[src/rtl/period_meter.sv]
// Measures period and high time of a slow asynchronous square wave in clk_in cycles,
// with a per-period valid strobe and a timeout flag when the input stops toggling.
module period_meter #(
  parameter int CNT_WIDTH   = 16,
  parameter int SYNC_STAGES = 2
) (
  input  logic                 clk_in,
  input  logic                 rst,
  input  logic                 sig_in,
  output logic [CNT_WIDTH-1:0] period,
  output logic [CNT_WIDTH-1:0] high_time,
  output logic                 period_valid,
  output logic                 timeout
);

  typedef enum logic [0:0] {
    IDLE    = 1'b0,
    MEASURE = 1'b1
  } state_t;

  localparam logic [CNT_WIDTH-1:0] CNT_MAX = {CNT_WIDTH{1'b1}};
  localparam logic [CNT_WIDTH-1:0] CNT_ONE = {{(CNT_WIDTH-1){1'b0}}, 1'b1};

  logic [SYNC_STAGES-1:0] sync_r;
  logic                   prev_r;
  logic                   synced_s;
  logic                   rise_s;
  logic                   fall_s;

  state_t                 state_r;
  state_t                 state_nxt_s;
  logic [CNT_WIDTH-1:0]   cnt_r;
  logic [CNT_WIDTH-1:0]   cnt_nxt_s;
  logic [CNT_WIDTH-1:0]   hreg_r;
  logic [CNT_WIDTH-1:0]   hreg_nxt_s;
  logic [CNT_WIDTH-1:0]   period_nxt_s;
  logic [CNT_WIDTH-1:0]   high_nxt_s;
  logic                   valid_nxt_s;
  logic                   timeout_nxt_s;

  // Synchronizer chain plus one history flop for edge detection.
  always_ff @(posedge clk_in) begin
    if (rst) begin
      sync_r <= {SYNC_STAGES{1'b0}};
      prev_r <= 1'b0;
    end else begin
      sync_r <= {sync_r[SYNC_STAGES-2:0], sig_in};
      prev_r <= sync_r[SYNC_STAGES-1];
    end
  end

  assign synced_s = sync_r[SYNC_STAGES-1];
  assign rise_s   = synced_s & ~prev_r;
  assign fall_s   = ~synced_s & prev_r;

  // Next-state logic; a rise beats saturation so a max-length period is still reported.
  always_comb begin
    state_nxt_s   = state_r;
    cnt_nxt_s     = cnt_r;
    hreg_nxt_s    = hreg_r;
    period_nxt_s  = period;
    high_nxt_s    = high_time;
    valid_nxt_s   = 1'b0;
    timeout_nxt_s = timeout;
    case (state_r)
      IDLE: begin
        if (rise_s) begin
          state_nxt_s = MEASURE;
          cnt_nxt_s   = CNT_ONE;
        end else begin
          state_nxt_s = IDLE;
        end
      end
      MEASURE: begin
        if (rise_s) begin
          period_nxt_s  = cnt_r;
          high_nxt_s    = hreg_r;
          valid_nxt_s   = 1'b1;
          timeout_nxt_s = 1'b0;
          cnt_nxt_s     = CNT_ONE;
        end else begin
          if (fall_s) begin
            hreg_nxt_s = cnt_r;
          end else begin
            hreg_nxt_s = hreg_r;
          end
          if (cnt_r == CNT_MAX) begin
            timeout_nxt_s = 1'b1;
            state_nxt_s   = IDLE;
          end else begin
            cnt_nxt_s = cnt_r + CNT_ONE;
          end
        end
      end
      default: begin
        state_nxt_s = IDLE;
      end
    endcase
  end

  // State, counters and registered outputs.
  always_ff @(posedge clk_in) begin
    if (rst) begin
      state_r      <= IDLE;
      cnt_r        <= {CNT_WIDTH{1'b0}};
      hreg_r       <= {CNT_WIDTH{1'b0}};
      period       <= {CNT_WIDTH{1'b0}};
      high_time    <= {CNT_WIDTH{1'b0}};
      period_valid <= 1'b0;
      timeout      <= 1'b0;
    end else begin
      state_r      <= state_nxt_s;
      cnt_r        <= cnt_nxt_s;
      hreg_r       <= hreg_nxt_s;
      period       <= period_nxt_s;
      high_time    <= high_nxt_s;
      period_valid <= valid_nxt_s;
      timeout      <= timeout_nxt_s;
    end
  end

endmodule

[config.mk]
export PLATFORM = sky130hd
export DESIGN_NAME = period_meter
export DESIGN_NICKNAME = d
export VERILOG_FILES = /design/src/rtl/period_meter.sv
export SDC_FILE = /design/constraint.sdc
export NUM_CORES = 1
export LEC_CHECK = 0
export ABC_AREA = 1
export BUFFER_PORTS_ARGS = -buffer_cell sky130_fd_sc_hd__buf_2
export CORE_UTILIZATION = 30
export CTS_BUF_LIST = sky130_fd_sc_hd__clkbuf_8
export DETAILED_ROUTE_END_ITERATION = 6
export PLACE_DENSITY = 0.49
export REMOVE_ABC_BUFFERS = 1
export SYNTH_ARGS = -nofsm -noshare
export SYNTH_HDL_FRONTEND = slang
export SYNTH_SLANG_ARGS = --single-unit
[constraint.sdc]
create_clock -name clk_in -period 2 [get_ports clk_in]
set_input_delay 0.4 -clock clk_in [delete_from_list [all_inputs] [get_ports clk_in]]
set_output_delay 0.4 -clock clk_in [all_outputs]
set_load 0.02 [all_outputs]
# Word-level counts from Yosys, hierarchy flattened
# Cells that the tools add are included.
dict set report word_totals {
  out_inout_bits 34
  reg_bits 70
}
dict set report classes {
  reduce_logical 6
  mux 10
  eq_ne 3
  n_addsub 1
  bitwise 6
}
# op n
set ops {}
lappend ops {{$mux 16} 3}
lappend ops {{$pmux 16 s2} 1}
lappend ops {{$add 16x1->16 const B} 1}
lappend ops {{$eq 16x16->1 const B} 1}
lappend ops {{$reduce_and 2->1} 3}
lappend ops {{$mux 1} 5}
lappend ops {{$not 1->1} 4}
lappend ops {{$ne 3x3->1 const B} 1}
lappend ops {{$reduce_and 3->1} 1}
lappend ops {{$and 1x1->1} 2}
lappend ops {{$ne 2x2->1 const B} 1}
lappend ops {{$pmux 1 s2} 1}
lappend ops {{$reduce_bool 2->1} 1}
lappend ops {{$reduce_or 2->1} 1}

# Depth between registers and ports, before layout
dict set report logic_depth {
  ltp_word 4
  depth_mapped 10
}

# Worst setup path before layout
# No wires, ideal clock.
dict set report synth_path {
  kind {reg2reg}
  start {register cnt_r[0]}
  end {register cnt_r[5]}
  setup_time_ns 0.066
  t_arrival_ns 1.386
  n_path_buf 1
  path_slack_ns 0.548
  stages_incl_launch_ff 11
  path_cell_list {dfxtp_1 ha_1 nand2_2 nor2_2 nand2_2 nor2_4 nand2_2 nand2_4 buf_8 nand2_1 a21oi_2}
}
dict set report synth_via {
  elab_chain_cells 4
  word_cells_on_any_way 7
  cone_classes {add/sub (1); eq/ne (2); mux (3); reduce/logical (1)}
}
# element line
set synth_lines {}
lappend synth_lines {{start: declaration} 32} ;# logic [CNT_WIDTH-1:0] cnt_r;
lappend synth_lines {{start signal: assignment} 105} ;# cnt_r <= {CNT_WIDTH{1'b0}};
lappend synth_lines {{start signal: assignment} 113} ;# cnt_r <= cnt_nxt_s;
lappend synth_lines {{$add 16x1->16} 91} ;# cnt_nxt_s = cnt_r + CNT_ONE;
lappend synth_lines {{$mux 16} 87} ;# if (cnt_r == CNT_MAX) begin
lappend synth_lines {{$mux 16} 75} ;# if (rise_s) begin
lappend synth_lines {{$pmux 16 s2} 65} ;# case (state_r)
# Parallel ways exist; a longest one is shown, timed or not. The select of a mux whose other input is x is not followed.
# A chain may end at the register's enable or synchronous reset.

# Worst setup path in the final report
dict set report layout_path {
  start {register sync_r[1]}
  end {register high_time[5]}
}
dict set report layout_via {
  elab_chain_cells 2
}
# element line
set layout_lines {}
lappend layout_lines {{start: declaration} 24} ;# logic [SYNC_STAGES-1:0] sync_r;
lappend layout_lines {{start signal: assignment} 44} ;# sync_r <= {SYNC_STAGES{1'b0}};
lappend layout_lines {{start signal: assignment} 47} ;# sync_r <= {sync_r[SYNC_STAGES-2:0], sig_in};
lappend layout_lines {{$and 1x1->1} 53} ;# assign rise_s = synced_s & ~prev_r;
lappend layout_lines {{$reduce_and 2->1 (no source line)} -}
lappend layout_lines {{end signal: assignment} 108} ;# high_time <= {CNT_WIDTH{1'b0}};
lappend layout_lines {{end signal: assignment} 116} ;# high_time <= high_nxt_s;
lappend layout_lines {{end: declaration} 11} ;# output logic [CNT_WIDTH-1:0] high_time,
# No other way between the ends.

==> impl_metrics.json <==
{
  "status": "completed",
  "vias": 2426,
  "instances_no_fill": 514,
  "hp-start": "sig_in",
  "slowest_stage": "dfxtp_1",
  "root_buffer": "clkbuf_8",
  "wl_um": 6420,
  "ant_nets": 0,
  "cts.sinks": 70,
  "whs_path_depth": 3,
  "synth_top_area_cell": "dfxtp_1",
  "cts_buffers": 9,
  "cp-end-kind": "flip-flop",
  "crit_type": "flip-flop to flip-flop",
  "cts_tree": "yes",
  "cp_max_fo": 10,
  "antenna_found_initial": 0,
  "postCtsHoldBufs": 0,
  "hold_class": "input pin to flip-flop",
  "sw_frac_of_total_pct": 22.2,
  "yosysMostFrequentCell": "dfxtp_1",
  "ys_seq_elements": 70,
  "core-area_um2": 8890,
  "ys_seq_area_share_pct": 50.0,
  "fmax_mhz": 610,
  "finalNetCount": 407,
  "via_per_inst": 4.72,
  "finalPower_uw": 2520,
  "dp_cells": 500,
  "finalHoldViolations": 0,
  "critPathMaxStageDelay_ns": 0.31,
  "insertedDiodeCount": 0,
  "netlist_area_um2": 2800,
  "min_period_over_period_pct": 82.0,
  "htree_levels": 3,
  "synth_warnings": 0,
  "whs_endpoint": "sync_r[0]",
  "slew_viol_final": 0,
  "tightest_slew_ns": 0.431,
  "clkPwrFrac_pct": 40.7,
  "path_delay_family": "simple AND/OR/NAND/NOR gates",
  "p_switching_uw": 560,
  "synthTopCellsByArea": "dfxtp_1, o21ai_0, nand3_1",
  "start_util_pct": 31.5,
  "drive_gt1_share_pct": 20.4,
  "rsz0062_at_grt": "false",
  "route.detailed.wl_per_inst_um": 12.5,
  "ff2ff_path_depth": 7,
  "cp.required_ns": 2.27,
  "drc": 0,
  "place.port_buffers": 36,
  "io_pins": 37,
  "p_seq_share_pct": 55.9,
  "p_per_area_nw_per_um2": 762,
  "n_fill_cell": 960,
  "crit_buf_inv": 3,
  "final_util_pct": 37.1,
  "die_x_um": 98.7,
  "setup_viol": 0,
  "grt.overflow.total": 0,
  "synth_top_area_share_pct": 50.0,
  "first_global_vias": 2285,
  "min_period_ns": 1.64,
  "maxCapViolCount": 0,
  "grt.total_usage_pct": 14.4,
  "synth.avg_cell_area_um2": 7.75,
  "cts_setup_buffers": 0,
  "r2r_start": "sync_r[1]",
  "r2r_end": "high_time[5]",
  "yosys-top-cells-count": "dfxtp_1, nand2_1, o21ai_0",
  "slew_headroom_pct": 71.2,
  "first_pass_iters": 4,
  "dieArea_um2": 9740,
  "synth-edff-count": 0,
  "ys.flop_type": "dfxtp_1",
  "die_y_um": 98.7,
  "drt_iter0_drc": 88,
  "combPwrFrac_pct": 3.4,
  "p_leak_uw": 0.00131,
  "cts_buffer_depth": 2,
  "crit_arrival_ns": 1.91,
  "worst_ir_drop_vdd_v": 0.000273,
  "reg2reg_slack_ns": 0.36,
  "async_reset_ff_share_pct": 0,
  "cp-start-kind": "flip-flop",
  "area_growth_pct": 17.8,
  "crit_chain": "inv_1 > nor2_4 > inv_2 > nor2_1 > nand2_1 > buf_4 > o21ai_0",
  "dp_hpwl_um": 4500,
  "clock_latency_ns": 0.35,
  "grt_pass1_wl_um": 11000,
  "grt_max_degree": 27,
  "fin_skew_ns": 0.00437,
  "p_int_uw": 1960,
  "clkTransAtPathRegs_ns": 0.07,
  "cts.repair.resized": 0,
  "synth_cells": 362,
  "gp_congestion": 0.840,
  "rows": 34,
  "yosysUniqueCellTypes": 25
}
-- cells in the final DEF (no fill, tap or decap), types with 5 or more instances in the layout --
cell type  synthesis  routed
a21oi_1           26      26
a21oi_2            6       6
buf_2              2      36
buf_4              0      12
clkbuf_8           0      12
dfxtp_1           70      70
inv_1             46      47
nand2_1           57      57
nand2_2            6       6
nand3_1           44      44
nand4_1            8       8
nor2_1            18      18
nor2_4             5       5
o21ai_0           47      47
-- worst max path at each step --
stage,slack (ns),to,from,cells after the start
floorplan,-0.15,period[0],rst,5
global placement,0.39,period[0],sync_r[1],8
detailed placement,0.35,high_time[5],sync_r[1],7
CTS,0.34,high_time[5],sync_r[1],7
global route,0.17,cnt_r[15],cnt_r[0],10
finish,0.36,high_time[5],sync_r[1],7
-- power by group through the flow --
stage | Sequential, uW | Combinational, uW | Clock [uW]
4_1_cts | 1410 | 86.8 | 1060
2_1_floorplan | 1440 | 47.3 | 0
3_5_place_dp | 1440 | 86.4 | 0
5_1_grt | 1410 | 94.9 | 1130
3_3_place_gp | 1440 | 86.0 | 0
6_report | 1410 | 85.1 | 1020
-- kinds of logic (layout without fill, tap and decap cells) --
logic type	Yosys count	count (layout)	share of synthesized area, %
fa+ha+maj	1	1	0.446
compound gates	81	81	15.4
simple gates	142	142	24.2
buf+inv	66	110	9.33
xor+xnor	2	2	0.625
flops	70	70	50.0
-- layout make-up --
type                       count  area (um2)  area share, %
clock buffer                  12         165           5.00
clock inverter                 2        8.76          0.265
inverter                      48         180           5.46
multi-input combinational    226        1140           34.6
sequential                    70        1400           42.4
tap                          108         135           4.09
timing repair buffer          48         270           8.18
-- worst reg2reg max path, cell delays in order, from the launching register on --
cell and delay, ns:
dfxtp_1 0.31, inv_1 0.07, nor2_4 0.16, inv_2 0.10, nor2_1 0.18, nand2_1 0.31
buf_4 0.28, o21ai_0 0.16
-- routing by layer --
layer  global-route usage, %  vias to the layer above  routed length, um
met2                    21.6                       46               2760
met3                    4.11                       13                285
met4                    7.00                        0                150
met5                       0                        -                  0
met1                    19.1                     1111               3220
li1                        -                     1256                  -
-- stage by stage --
step	instance area [um2]	setup TNS, ns	setup WS [ns]	hold WS [ns]
finish	3300	0	0.360	0.249
global route	3300	0	0.172	0.246
CTS	3300	0	0.335	0.239
detailed placement	3130	0	0.347	0.396
global placement	3130	0	0.389	0.389
floorplan	2720	-0.706	-0.152	0.388
-- state kept, by name (all words and copies together), names as in the netlist --
signal,cells
sync_r,2
hreg_r,16
period_valid,1
high_time,16
timeout,1
cnt_r,16
state_r,1
prev_r,1
period,16
No activity file was read; power rests on OpenSTA's default activity.
